<file path="src/rtl/cache_pkg.sv">
// cache_pkg: shared types and line-geometry helper for the cache/memory sequencing blocks.
package cache_pkg;

    typedef enum logic [2:0] {
        ST_IDLE,
        ST_IC_FILL,
        ST_DC_WB,
        ST_DC_FILL,
        ST_DONE
    } mem_arb_state_t;

    typedef enum logic {
        REQ_IC,
        REQ_DC
    } requester_t;

    // Byte-offset width of a line: word index bits plus two byte-in-word bits.
    function automatic int line_off_w(input int words_per_line);
        return $clog2(words_per_line) + 2;
    endfunction

endpackage

</file>
<file path="src/rtl/mem_arb_beat_cnt.sv">
// mem_arb_beat_cnt: word-beat index within a line burst; wraps to 0 after the last beat.
module mem_arb_beat_cnt #(
    parameter int N = 8
) (
    input  logic                 CLK,
    input  logic                 RST,
    input  logic                 clr,
    input  logic                 inc,
    output logic [$clog2(N)-1:0] idx,
    output logic                 last
);
    localparam int W = $clog2(N);

    always_ff @(posedge CLK) begin
        if (RST || clr)
            idx <= '0;
        else if (inc)
            idx <= idx + W'(1);
    end

    assign last = idx == W'(N - 1);

endmodule

</file>
<file path="src/rtl/mem_line_arbiter.sv">
// mem_line_arbiter: arbitrates I/D cache line transfers onto one MM port as word bursts.
// Tie-break: fixed DC priority, or alternating when MEM_ARB_ROUND_ROBIN_EN is defined.
module mem_line_arbiter
    import cache_pkg::*;
#(
    parameter int ADDR_W         = 32,
    parameter int DATA_W         = 32,
    parameter int WORDS_PER_LINE = 8
) (
    input  logic                              CLK,
    input  logic                              RST,
    input  logic                              ic_req,
    input  logic [ADDR_W-1:0]                 ic_addr,
    output logic [DATA_W-1:0]                 ic_rdata,
    output logic                              ic_rvalid,
    output logic [$clog2(WORDS_PER_LINE)-1:0] ic_word_idx,
    output logic                              ic_done,
    input  logic                              dc_req,
    input  logic                              dc_we,
    input  logic [ADDR_W-1:0]                 dc_addr,
    input  logic [DATA_W-1:0]                 dc_wdata,
    output logic [DATA_W-1:0]                 dc_rdata,
    output logic                              dc_rvalid,
    output logic [$clog2(WORDS_PER_LINE)-1:0] dc_word_idx,
    output logic                              dc_done,
    output logic                              mm_req,
    output logic                              mm_we,
    output logic [ADDR_W-1:0]                 mm_addr,
    output logic [DATA_W-1:0]                 mm_wdata,
    input  logic [DATA_W-1:0]                 mm_rdata,
    input  logic                              mm_ack
);
    localparam int IDX_W = $clog2(WORDS_PER_LINE);
    localparam int OFF   = line_off_w(WORDS_PER_LINE);
    localparam logic [ADDR_W-1:0] LINE_MASK = {{(ADDR_W-OFF){1'b1}}, {OFF{1'b0}}};

    mem_arb_state_t    state;
    requester_t        owner;
    logic [ADDR_W-1:0] base;
    logic [IDX_W-1:0]  idx;
    logic              last, xfer, beat, dc_wins;

    assign xfer = state inside {ST_IC_FILL, ST_DC_WB, ST_DC_FILL};
    assign beat = xfer && mm_ack;

`ifdef MEM_ARB_ROUND_ROBIN_EN
    // owner doubles as last_grant: it is rewritten at every grant.
    assign dc_wins = owner == REQ_IC;
`else
    assign dc_wins = 1'b1;
`endif

    mem_arb_beat_cnt #(.N(WORDS_PER_LINE)) u_cnt (
        .CLK  (CLK),
        .RST  (RST),
        .clr  (state == ST_IDLE),
        .inc  (beat),
        .idx  (idx),
        .last (last)
    );

    always_ff @(posedge CLK) begin
        if (RST) begin
            state <= ST_IDLE;
            owner <= REQ_IC;
            base  <= '0;
        end else begin
            case (state)
                ST_IDLE:
                    if (dc_req && (!ic_req || dc_wins)) begin
                        state <= dc_we ? ST_DC_WB : ST_DC_FILL;
                        owner <= REQ_DC;
                        base  <= dc_addr & LINE_MASK;
                    end else if (ic_req) begin
                        state <= ST_IC_FILL;
                        owner <= REQ_IC;
                        base  <= ic_addr & LINE_MASK;
                    end
                ST_IC_FILL, ST_DC_WB, ST_DC_FILL:
                    if (beat && last)
                        state <= ST_DONE;
                default: state <= ST_IDLE;
            endcase
        end
    end

    assign mm_req      = xfer;
    assign mm_we       = state == ST_DC_WB;
    assign mm_addr     = xfer ? base + (ADDR_W'(idx) << 2) : '0;
    assign mm_wdata    = mm_we ? dc_wdata : '0;
    assign ic_rvalid   = state == ST_IC_FILL && mm_ack;
    assign dc_rvalid   = state == ST_DC_FILL && mm_ack;
    assign ic_rdata    = ic_rvalid ? mm_rdata : '0;
    assign dc_rdata    = dc_rvalid ? mm_rdata : '0;
    assign ic_word_idx = idx;
    assign dc_word_idx = idx;
    assign ic_done     = state == ST_DONE && owner == REQ_IC;
    assign dc_done     = state == ST_DONE && owner == REQ_DC;

endmodule

</file>
<file path="config.mk">
export PLATFORM = sky130hd
export DESIGN_NAME = mem_line_arbiter
export DESIGN_NICKNAME = d
export VERILOG_FILES = /design/src/rtl/cache_pkg.sv /design/src/rtl/mem_arb_beat_cnt.sv /design/src/rtl/mem_line_arbiter.sv
export SDC_FILE = /design/constraint.sdc
export NUM_CORES = 1
export LEC_CHECK = 0
export CAP_MARGIN = 10
export CORE_AREA = 2 2 105 107
export CTS_BUF_LIST = sky130_fd_sc_hd__clkbuf_4 sky130_fd_sc_hd__clkbuf_8
export DETAILED_ROUTE_END_ITERATION = 8
export DIE_AREA = 0 0 107 109
export GPL_ROUTABILITY_DRIVEN = 0
export PLACE_DENSITY = 0.79
export SLEW_MARGIN = 20
export SYNTH_ARGS = -nofsm -noshare
export SYNTH_HDL_FRONTEND = slang
export SYNTH_SLANG_ARGS = --single-unit
</file>
<file path="constraint.sdc">
create_clock -name CLK -period 1.38 [get_ports CLK]
set_clock_uncertainty 0.1 [all_clocks]
set_input_delay 0.138 -clock CLK [delete_from_list [all_inputs] [get_ports CLK]]
set_output_delay 0.138 -clock CLK [all_outputs]
set_load 0.05 [all_outputs]
</file>
# Word level (Yosys, flattened, before mapping)
# Index checks and enable logic that the tools add are counted.
[op_classes]
bitwise = 1
n_addsub = 2
reduce_logical = 13
eq_ne = 7
muxes = 13
[op_table]
columns = ["operator", "count"]
rows = [
  ["$mux W32", 6],
  ["$add A32 B5 Y32", 1],
  ["$mux W3", 3],
  ["$eq A3 B2 Y1 const B", 2],
  ["$eq A3 B3 Y1 const B", 2],
  ["$logic_and A1 B1 Y1", 6],
  ["$pmux W3 S2", 1],
  ["$reduce_and A2 Y1", 2],
  ["$add A3 B1 Y3 const B", 1],
  ["$eq A3 B1 Y1 const B", 1],
  ["$logic_not A3 Y1", 1],
  ["$mux W1", 3],
  ["$ne A3 B3 Y1 const B", 1],
  ["$reduce_bool A3 Y1", 1],
  ["$reduce_or A3 Y1", 1],
  ["$ne A2 B2 Y1 const B", 1],
  ["$reduce_bool A2 Y1", 1],
  ["$logic_or A1 B1 Y1", 1],
  ["$not A1 Y1", 1],
]
[word_totals]
reg_bits = 39
output_inout_bits = 140

# Depth between registers and ports, before layout
# Gate-level depths: netlist (run 1).
[logic_depth]
depth_word = 6
ltp_mapped = 7
depth_no_buf = 5

# Hierarchy
# Synthesis (run 1) repeated with hierarchy kept, for this count alone.
[unflattened]
cells_unflattened = 311
area_unflattened_um2 = 2583.7
[by_module_without_submodules]
columns = ["module", "cells_each", "area_per_inst_um2", "n_inst"]
rows = [
  ["mem_line_arbiter", 300, 2449.8, 1],
  ["mem_arb_beat_cnt", 11, 133.9, 1],
]

# Worst setup path after synthesis (run 1)
# OpenSTA, ideal clock, no wires.
[synth_timing]
kind = "register to output"
from = "reg state[0]"
to = "out ic_rdata[22]"
slack_ns = -0.807
t_arrival_ns = 1.949
path_stages_with_launch = 6
n_path_buf = 2
path_cell_list = "dfxtp_1 > buf_2 > nand2_1 > nor3_1 > clkbuf_1 > and2_1"
[synth_via]
elab_chain_cells = 3
[synth_lines]
columns = ["item", "line", "source"]
rows = [
  ["start, declared", "mem_line_arbiter.sv:37", "mem_arb_state_t state;"],
  ["start signal, assigned", "mem_line_arbiter.sv:71", "state <= dc_we ? ST_DC_WB : ST_DC_FILL;"],
  ["$eq A3 B1 Y1", "mem_line_arbiter.sv:91", "assign ic_rvalid = state == ST_IC_FILL && mm_ack;"],
  ["$logic_and A1 B1 Y1", "mem_line_arbiter.sv:91", ""],
  ["net ic_rvalid", "mem_line_arbiter.sv:15", "output logic ic_rvalid,"],
  ["$mux W32", "mem_line_arbiter.sv:93", "assign ic_rdata = ic_rvalid ? mm_rdata : '0;"],
  ["end, declared", "mem_line_arbiter.sv:14", "output logic [DATA_W-1:0] ic_rdata,"],
]
# The timed path passes the listed nets, and every way through them passes these cells.

# Worst setup path after layout (run 1)
[layout_timing]
from = "reg state[2]"
to = "out ic_rdata[5]"
[layout_via]
elab_chain_cells = 3
[layout_lines]
columns = ["item", "line"]
rows = [
  ["$eq A3 B1 Y1", "mem_line_arbiter.sv:91"],
  ["$logic_and A1 B1 Y1", "mem_line_arbiter.sv:91"],
  ["$mux W32", "mem_line_arbiter.sv:93"],
]
# Every way passes these cells.

==> results of run 1 <==
-- power breakdown --
group	total [mW]	switching [mW]	internal (mW)
clock network	0.714	0.327	0.386
registers	1.18	0.0779	1.10
logic	3.33	1.55	1.78
-- layout by cell type (no fill, tap or decap), drive strengths merged --
cell type      Yosys  routed
nand2              5       5
mux2i             27      27
o21a               1       1
a211oi            28      28
nor4               1       1
clkbuf            22      12
and2             127     130
a21bo              1       1
nor2b              2       2
nor3               3       3
a21oi             32      32
and3               1       1
o21ai              4       4
clkdlybuf4s50      0     121
dfxtp             34      34
conb               1       2
o21ba              1       1
nand3b             2       2
ha                 2       2
nor3b              1       1
buf               15     188
or3b               1       1
or2                1       1
nand2b             1       1
nor2               5       5
-- final cells by class --
type | count | share of cell area [%]
clock buffers | 7 | 1.08
multi-input cells | 251 | 27.9
flip-flops and latches | 34 | 8.90
well taps | 140 | 2.25
repair buffers | 314 | 59.8
-- sequential cells by signal, indices dropped and copies added (netlist names) --
signal	count
owner	1
base	27
state	3
u_cnt.idx	3
-- critical path, delay by kind of cell (launching register included) --
kind	cells	cell delay, ns
flip-flops	1	0.35
AND/OR/NAND/NOR	2	0.33
buffers and inverters	4	0.57
-- logic make-up after synthesis --
family	after synthesis	synth area share, %
AO/OA/AOI/OAI	67	19.8
adder cells (fa/ha/maj)	2	0.956
buffers and inverters	37	7.50
flip-flops	34	26.0
multiplexers	27	10.3
other	1	0.143
AND/OR/NAND/NOR	150	35.3
-- what timing repair did --
item,in CTS,in global routing
pin swaps,36,24
setup buffers,7,6
setup endpoints to repair,161,162
hold buffers,0,0
gates cloned,4,9
resized for setup,26,23
-- through the flow --
step,setup WS (ns),utilization (%),cells,hold WS [ns],area [µm²]
floorplan,-0.0530,-,319,0.203,3050
global placement,-0.324,68.0,714,0.378,7210
detailed placement,-0.360,68.0,714,0.396,7210
CTS,-0.371,70.7,732,0.187,7500
global route,-0.433,73.3,746,0.187,7780
finish,-0.381,73.3,746,0.186,7780
-- layer usage --
layer	vias up	wire (µm)	track usage [%]
li1	1632	-	-
met1	1627	5040	23.5
met2	157	8080	41.1
met3	22	922	5.14
met4	0	378	6.31
met5	-	0	0
-- how the worst max path moves through the flow --
stage	from	to	slack, ns	depth (start not counted)
floorplan	state[2]	dc_rdata[22]	-0.05	4
global placement	mm_ack	ic_rdata[1]	-0.32	6
detailed placement	mm_ack	u_cnt.idx[0]	-0.36	5
CTS	state[1]	mm_addr[4]	-0.37	7
global route	state[0]	ic_rdata[17]	-0.43	6
finish	state[2]	ic_rdata[5]	-0.38	6
==> impl_results.md, run 1 <==
* Run status: finished with violations
* Failing checks: negative setup slack
* Unique masters post-synth at 30
* Sequential standard cell area at slightly below 700 µm²
* Peak per-stage delay on the critical path at 0.35 ns
* Maximum clock insertion buffer count at 2
* Filler cell count in the final layout at approximately 660
* Reg2reg setup slack at -0.11 ns
* Placed wire-length estimate after detailed placement at ~11000 µm
* Core footprint at between 10000 and 15000 µm²
* Mean number of vias per cell at ~4.6
* Period Utilization, post-route at 128%
* Type of the setup path with the least slack: register to output port
* Drt initial violations at roughly 190
* Worst-path fanout max at 8
* YS warnings at 0
* Number of failing hold endpoints at the final stage at 0
* Horiz. Die Dim at 107 µm
* Synthesis-to-finish area growth at 197%
* Largest net degree at the start of global routing at 35
* Clock latency of the later-clocked register in the worst-skew pair at 0.27 ns
* Post-synth EDFFs at 0
* Highest ir drop seen on vdd at about 0.0005 V
* Setup-failing EPs final at between 150 and 200
* Fin nets at about 740
* Overall power of the completed layout at approximately 5.2 mW
* Fin Setup TNS at -42.87 ns
* Number of global-route vias before repair at between 3000 and 4000
* Max-slew violation count at 0
* Global router's overall resource usage at a little over a fifth
* Global-route congestion overflow total at 0
* Clock transition at the registers of the reported paths at approximately 0.07 ns
* Max H-tree Level at 2
* Hold-critical path depth at 3
* Clock tree from TritonCTS: done
* Leading cell types by total area after synthesis: sky130_fd_sc_hd__and2_1 (30%), sky130_fd_sc_hd__dfxtp_1 (26%), sky130_fd_sc_hd__mux2i_1 (10%), sky130_fd_sc_hd__a211oi_2 (9.6%), sky130_fd_sc_hd__a21oi_1 (6.1%)
* Area share of the largest cell type after synthesis at 30.1%
* Cts bufs inserted at 5
* Global-route wire length before repair at 19600 µm
* Number of storage elements in the synthesis netlist at 34
* Synth Cell Area at about 2600 µm²
* Remaining DRCs at 0
* Setup repair after global routing missed its margin: yes
* Total area of multi-input combinational cells at about 2200 µm²
* Nature of the critical path endpoint: output port
* Synthesized area per cell at slightly above 8 µm²
* Root cell of the clock tree: sky130_fd_sc_hd__clkbuf_8
* Startpoint of the worst-slack reg-to-reg timing path: state[0]
* Area enclosed by the die boundary at about 12000 µm²
* Critical Path, Cell by Cell: buf_6 > nor3_4 > buf_6 > clkbuf_16 > and2_4 > buf_12
* Signal arrival time at the worst endpoint at between 1.5 and 2 ns
* R2R depth at 7
* Seq/Total Area, Yosys at 26.0%
* Worst R2R End: base[24]
* Most repeated cell in the gate-level netlist after synthesis: sky130_fd_sc_hd__and2_1
* Number of diodes added for antenna fixing at 0
* Total wirelength of the detailed-routed design at approximately 14000 µm
* Number of placement rows at 38
* Worst-path cell with the longest stage delay: sky130_fd_sc_hd__dfxtp_2
* Tmin final at approximately 1.8 ns
* Library cell appearing most often on the critical path: sky130_fd_sc_hd__buf_6
* Max Clk Rate at around 570 MHz
* PortBufs at ~260
* Number of vias after detailed routing at about 3400
* Library cell occupying the most area in the post-synthesis netlist: sky130_fd_sc_hd__and2_1
* Initial cell density of the core at between 20% and 30%
* Routed wire length per instance at 19.3 µm
* Ports placed on the boundary at between 200 and 300
* Hold path endpoint: u_cnt.idx[0]
* List of most frequent post-synthesis cells: sky130_fd_sc_hd__and2_1 (126), sky130_fd_sc_hd__dfxtp_1 (34), sky130_fd_sc_hd__a21oi_1 (32)
* Worst Hold Class: input port to register
* Crit path launch type: register
* Required @ worst endpoint at approximately 1.1 ns
* Share of flip-flops with an asynchronous set or reset at 0%
* Antenna violations before repair at 0
* Share of layout cells above drive strength 1 at between 60% and 70%
* Source of the worst hold timing path: RST
* DRT Pass-1 Iters at 4
* Cell area power density at around 670 nW/µm²
* Primary flip-flop cell chosen by synthesis mapping: sky130_fd_sc_hd__dfxtp_1
* Number of routed nets with antenna violations at 0
* Number of cells produced by synthesis at ~320
* Leakage at ~3.2 nW
* Final WS setup at -0.381 ns
* Chip height at 109 µm
* Clock tree sinks at 34
* Reported max-cap violation count at 0
Power figures use the tool's default switching activity.
==> inputs of run 2 (changes only) <==
Settings changed: CORE_AREA 2 2 105 107 to 2 2 107 109, CTS_BUF_LIST sky130_fd_sc_hd__clkbuf_4 sky130_fd_sc_hd__clkbuf_8 to not set, DIE_AREA 0 0 107 109 to 0 0 109 111, PLACE_DENSITY 0.79 to 0.77.
==> run 2 against run 1 <==
Net effect:
- power rose by 4.9%
- clock-buffer cell count fell by 1
- hold slack got worse by 0.0084 ns
- register-to-register slack got worse by 0.12 ns
- sequential share of layout area rose by 0.15 points
- sequential power barely moved
- the flow still finishes with violations (negative setup slack)
- utilization fell by 4.3 points
==> impl_results.md, run 2 (synthesis gave the netlist of run 1 again) <==
* Clock power frac at between 20 and 25%
* Global-route wire length before repair at 19600 µm
* Gate power share at 57.9%
* Type of the setup path with the least slack: register to output port
* Count of placed standard cells including taps at 713
* Source of the worst hold timing path: RST
* Number of vias after detailed routing at roughly 3400
* Most frequent cells in the layout: sky130_fd_sc_hd__buf_12 (143), sky130_fd_sc_hd__and2_4 (122), sky130_fd_sc_hd__clkdlybuf4s50_1 (120), sky130_fd_sc_hd__dfxtp_1 (29), sky130_fd_sc_hd__mux2i_1 (27)
* Leakage at 3.15 nW
* Clock tree from TritonCTS: done
* Filler cell count in the final layout at about 780
* Reg power frac at 21.6%
* Crit-path leading delay family: buffers and inverters
* Registers with the most flip-flops: base x27, state x3, u_cnt.idx x3
* Setup Slack @ Placement at -0.352 ns
* Drt initial violations at between 100 and 150
* Placed wire-length estimate after detailed placement at slightly above 10000 µm
* Clock latency of the later-clocked register in the worst-skew pair at around 0.27 ns
* Fin Setup TNS at -40.47 ns
* Horiz. Die Dim at between 100 and 150 µm
* Max H-tree Level at 2
* Global-route congestion overflow total at 0
* Setup-failing EPs final at between 150 and 200
* Fin nets at around 730
* Max Clk Rate at 581 MHz
* Core footprint at approximately 11000 µm²
* DRT Pass-1 Iters at 4
* Tmin final at 1.72 ns
* Antenna violations before repair at 0
* Max reg flops at 27
* Worst Hold Class: input port to register
* Maximum clock insertion buffer count at 2
* Worst-path fanout max at 33
* Count of buffering cells on the critical path with inverters included at 3
* Area enclosed by the die boundary at around 12000 µm²
* Startpoint of the worst-slack reg-to-reg timing path: state[0]
* Largest net degree at the start of global routing at 34
* Worst-path cell with the longest stage delay: sky130_fd_sc_hd__dfxtp_2
* Register bank with the most flops: base
* Failing checks: negative setup slack
* Peak per-stage delay on the critical path at about 0.33 ns
* Number of global-route vias before repair at roughly 3600
* Leading cell type in the layout, fill and taps excluded: sky130_fd_sc_hd__buf_12
* Total area of multi-input combinational cells at around 2200 µm²
* Initial cell density of the core at a little under a quarter
* Share of layout cells above drive strength 1 at between 60% and 70%
* Number of failing hold endpoints at the final stage at 0
* Nature of the critical path endpoint: output port
* Cts bufs inserted at 5
* Library cell appearing most often on the critical path: sky130_fd_sc_hd__buf_12
* PortBufs at between 200 and 300
* Worst setup startpoint: state[2]
* Routed wire length per instance at between 15 and 20 µm
* Number of placement rows at 39
* Cts-stage hold buffer count at 0
* Cell Int Power at about 3.5 mW
* Max-slew violation count at 0
* Final WS setup at -0.342 ns
* Global router's overall resource usage at between 20% and 30%
* Sequential standard cell area at ~690 µm²
* Ports placed on the boundary at about 270
* Signal arrival time at the worst endpoint at 1.48 ns
* Critical Path, Cell by Cell: buf_4 > nor3_4 > buf_12 > and2_2 > buf_12
* Cell area power density at slightly above 700 nW/µm²
* Reported max-cap violation count at 0
* Period Utilization, post-route at 125%
* Final Instance Count excl. Fillers at between 700 and 800
* Root cell of the clock tree: sky130_fd_sc_hd__clkbuf_16
* Synthesis-to-finish area growth at 192%
* Switching fraction of total power at about 36%
* Clock tree sinks at 34
* Crit path launch type: register
* Worst hold slack after final layout at roughly 0.18 ns
* Number of diodes added for antenna fixing at 0
* Run status: finished with violations
* Required @ worst endpoint at about 1.1 ns
* Remaining DRCs at 0
* Highest ir drop seen on vdd at roughly 0.00060 V
* Number of routed nets with antenna violations at 0
* Clock transition at the registers of the reported paths at 0.05 ns
* Net switching component of the power at 2.00 mW
* Chip height at about 110 µm
* Total wirelength of the detailed-routed design at around 13000 µm
* Mean number of vias per cell at 4.58
* Setup repair after global routing missed its margin: yes
## run 2: cell count changes in the layout (fill, tap and decap cells not counted), sizes merged
cell,previous run,this run
clkbuf,12,6
buf,188,180
clkinvlp,0,1
clkinv,0,1
clkdlybuf4s50,121,120
dlygate4sd2,0,1
## run 2: worst paths after layout
kind | end | slack, ns | cells past startpoint
worst max-delay path | ic_rdata[1] | -0.34 | 5
worst max register to register | base[18] | -0.23 | 7
worst min-delay path | u_cnt.idx[0] | 0.18 | 2
worst min register to register | base[6] | 0.42 | 2
## run 2: power by group through the flow
| stage | logic, mW | registers (mW) | clock network [mW] |
|---|---|---|---|
| 2_1_floorplan | 1.55 | 1.18 | 0 |
| 3_3_place_gp | 2.90 | 1.19 | 0 |
| 3_5_place_dp | 2.94 | 1.20 | 0 |
| 4_1_cts | 3.13 | 1.18 | 1.14 |
| 5_1_grt | 3.31 | 1.20 | 1.18 |
| 6_report | 3.17 | 1.19 | 1.12 |
## run 2: metal layers
layer,part of all wire [%],GRT usage (%),up-vias
met3,7.9,5.06,33
met2,55,39.8,155
li1,-,-,1609
met1,33,20.5,1581
met5,0,0,-
met4,3.7,8.29,0
## run 2: worst register-to-register path, cell delays in order, from the launching register on
cell and delay [ns]:
sky130_fd_sc_hd__dfxtp_4 0.37, sky130_fd_sc_hd__buf_6 0.12, sky130_fd_sc_hd__buf_6 0.11, sky130_fd_sc_hd__nor3_4 0.27, sky130_fd_sc_hd__buf_6 0.16, sky130_fd_sc_hd__buf_8 0.13
sky130_fd_sc_hd__a21oi_1 0.08, sky130_fd_sc_hd__a211oi_2 0.19
## run 2: final cells by class
cell class,instances,area share [%]
flip-flops and latches,34,9.05
clock buffers,6,1.82
well taps,143,2.34
repair buffers,301,57.5
multi-input cells,251,29.1
clock inverters,2,0.164
## run 2: what timing repair did
item,4_1_cts,5_1_grt
pin swaps,25,20
resized for setup,29,26
endpoints found under the hold margin,0,0
buffers inserted,9,2
gates cloned,6,0
endpoints found under the setup margin,160,162
## run 2: metrics by stage
| stage | instance area [µm²] | util, % | power (mW) |
|---|---|---|---|
| 2_1_floorplan | 3050 | - | 2.73 |
| 3_3_place_gp | 7200 | 65.0 | 4.09 |
| 3_5_place_dp | 7200 | 65.0 | 4.14 |
| 4_1_cts | 7540 | 68.1 | 5.44 |
| 5_1_grt | 7640 | 69.0 | 5.69 |
| 6_report | 7640 | 69.0 | 5.48 |
==> inputs of run 3 (changes only) <==
Settings changed: MAX_ROUTING_LAYER set to met4.
==> run 3 against run 2 <==
Net effect:
- the flow still finishes with violations (negative setup slack)
- global-route usage rose by 0.57 points
- sequential share of layout area did not move
- maximum frequency barely moved
- clock-buffer cell count did not move
- wire length rose by 0.15%
- critical path depth did not move
- critical path type unchanged
- critical endpoint unchanged
==> impl_results.md, run 3 (synthesis gave the netlist of run 1 again) <==
* Most frequent cells in the layout: sky130_fd_sc_hd__buf_12 (143), sky130_fd_sc_hd__and2_4 (122), sky130_fd_sc_hd__clkdlybuf4s50_1 (120), sky130_fd_sc_hd__dfxtp_1 (29), sky130_fd_sc_hd__mux2i_1 (27)
* Failing checks: negative setup slack
* Number of global-route vias before repair at approximately 3600
* Leading cell type in the layout, fill and taps excluded: sky130_fd_sc_hd__buf_12
* Fin nets at between 700 and 800
* Cts-stage hold buffer count at 0
* Cell area power density at around 700 nW/µm²
* Horiz. Die Dim at between 100 and 150 µm
* Cts bufs inserted at 5
* Ports placed on the boundary at ~270
* Tmin final at roughly 1.7 ns
* Register bank with the most flops: base
* Final WS setup at -0.343 ns
* Worst-path fanout max at 33
* Maximum clock insertion buffer count at 2
* Crit path launch type: register
* Leakage at roughly 3.1 nW
* Max-slew violation count at 0
* Max H-tree Level at 2
* Max Clk Rate at 580 MHz
* Mean number of vias per cell at approximately 4.6
* Share of layout cells above drive strength 1 at about 63%
* Synthesis-to-finish area growth at 192%
* Number of diodes added for antenna fixing at 0
* Fin Setup TNS at -40.50 ns
* Area enclosed by the die boundary at about 12000 µm²
* Met1 Routed Length at around 4400 µm
* Registers with the most flip-flops: base x27, state x3, u_cnt.idx x3
* Number of placement rows at 39
* Global-route congestion overflow total at 0
* Root cell of the clock tree: sky130_fd_sc_hd__clkbuf_16
* Met3 Routed Length at 944 µm
* Type of the setup path with the least slack: register to output port
* Total length of routed met2 wires at 7030 µm
* Period Utilization, post-route at 125%
* Number of routed nets with antenna violations at 0
* Highest routed metal layer: met4
* PortBufs at ~260
* Antenna violations before repair at 0
* Chip height at 111 µm
* Global router's overall resource usage at between 20% and 30%
* Reported max-cap violation count at 0
* Required @ worst endpoint at between 1 and 1.5 ns
* Signal arrival time at the worst endpoint at approximately 1.5 ns
* Remaining DRCs at 0
* Worst hold slack after final layout at roughly 0.18 ns
* Number of failing hold endpoints at the final stage at 0
* Count of placed standard cells including taps at roughly 710
* Core footprint at 11100 µm²
* Run status: finished with violations
* Worst Hold Class: input port to register
* Setup-failing EPs final at 160
* DRT Pass-1 Iters at 4
* Total wirelength of the detailed-routed design at ~13000 µm
* Routed wire length per instance at between 15 and 20 µm
* Final Instance Count excl. Fillers at about 740
* Filler cell count in the final layout at between 700 and 800
* Max reg flops at 27
* Area after DPL at 7200 µm²
* Number of vias after detailed routing at ~3400
* Clock transition at the registers of the reported paths at ~0.05 ns
* Final Instance Area at 7640 µm²
* Drt initial violations at between 100 and 150
* Clock latency of the later-clocked register in the worst-skew pair at approximately 0.27 ns
* Placed wire-length estimate after detailed placement at roughly 10000 µm
* Reg2reg setup slack at -0.24 ns
* Overall power of the completed layout at roughly 5.5 mW
* Highest ir drop seen on vdd at a little over 0.0006 V
* Clock tree sinks at 34
* Largest net degree at the start of global routing at 34
* Setup repair after global routing missed its margin: yes
* Global-route wire length before repair at just under 20000 µm
* Clock tree from TritonCTS: done
* Initial cell density of the core at 23.6%
* Nature of the critical path endpoint: output port
-- run 3: report_power, final --
group          internal [mW]  total (mW)  switching, mW  leakage [nW]
registers               1.10        1.19         0.0843         0.284
logic                   1.67        3.18           1.51          2.79
clock network          0.714        1.12          0.410        0.0729
total                   3.48        5.49           2.01          3.15
-- run 3: cell type report --
cell class	count	area (µm²)	share of cell area, %
repair buffers	301	4400	57.5
well taps	143	179	2.34
multi-input cells	251	2220	29.1
flip-flops and latches	34	692	9.05
clock inverters	2	12.5	0.164
clock buffers	6	139	1.82
-- run 3: final timing paths --
path | cells past startpoint | to | startpoint
worst max-delay path | 5 | ic_rdata[1] | state[2]
worst min-delay path | 2 | u_cnt.idx[0] | RST
worst max register to register | 7 | base[18] | state[0]
worst min register to register | 2 | base[6] | base[6]
-- run 3: repair_timing --
| item | 4_1_cts | 5_1_grt |
|---|---|---|
| pin swaps | 25 | 20 |
| cloned | 6 | 0 |
| gates resized for setup | 29 | 26 |
| endpoints found under the setup margin | 160 | 162 |
| buffers inserted | 9 | 2 |
-- run 3: metrics by stage --
step | setup WS [ns] | utilization [%]
2_1_floorplan | -0.0530 | -
3_3_place_gp | -0.336 | 65.0
3_5_place_dp | -0.352 | 65.0
4_1_cts | -0.357 | 68.1
5_1_grt | -0.391 | 69.0
6_report | -0.343 | 69.0
-- run 3: routing by layer --
metal	global-route usage [%]	vias up
met2	39.6	157
met1	21.2	1573
met3	4.23	33
met4	8.29	0
li1	-	1606
met5	-	-
-- run 3: critical path, cell delays in order (launching register included) --
cell and delay [ns]:
sky130_fd_sc_hd__dfxtp_2 0.33, sky130_fd_sc_hd__buf_4 0.13, sky130_fd_sc_hd__nor3_4 0.20, sky130_fd_sc_hd__buf_12 0.20
sky130_fd_sc_hd__and2_2 0.20, sky130_fd_sc_hd__buf_12 0.14
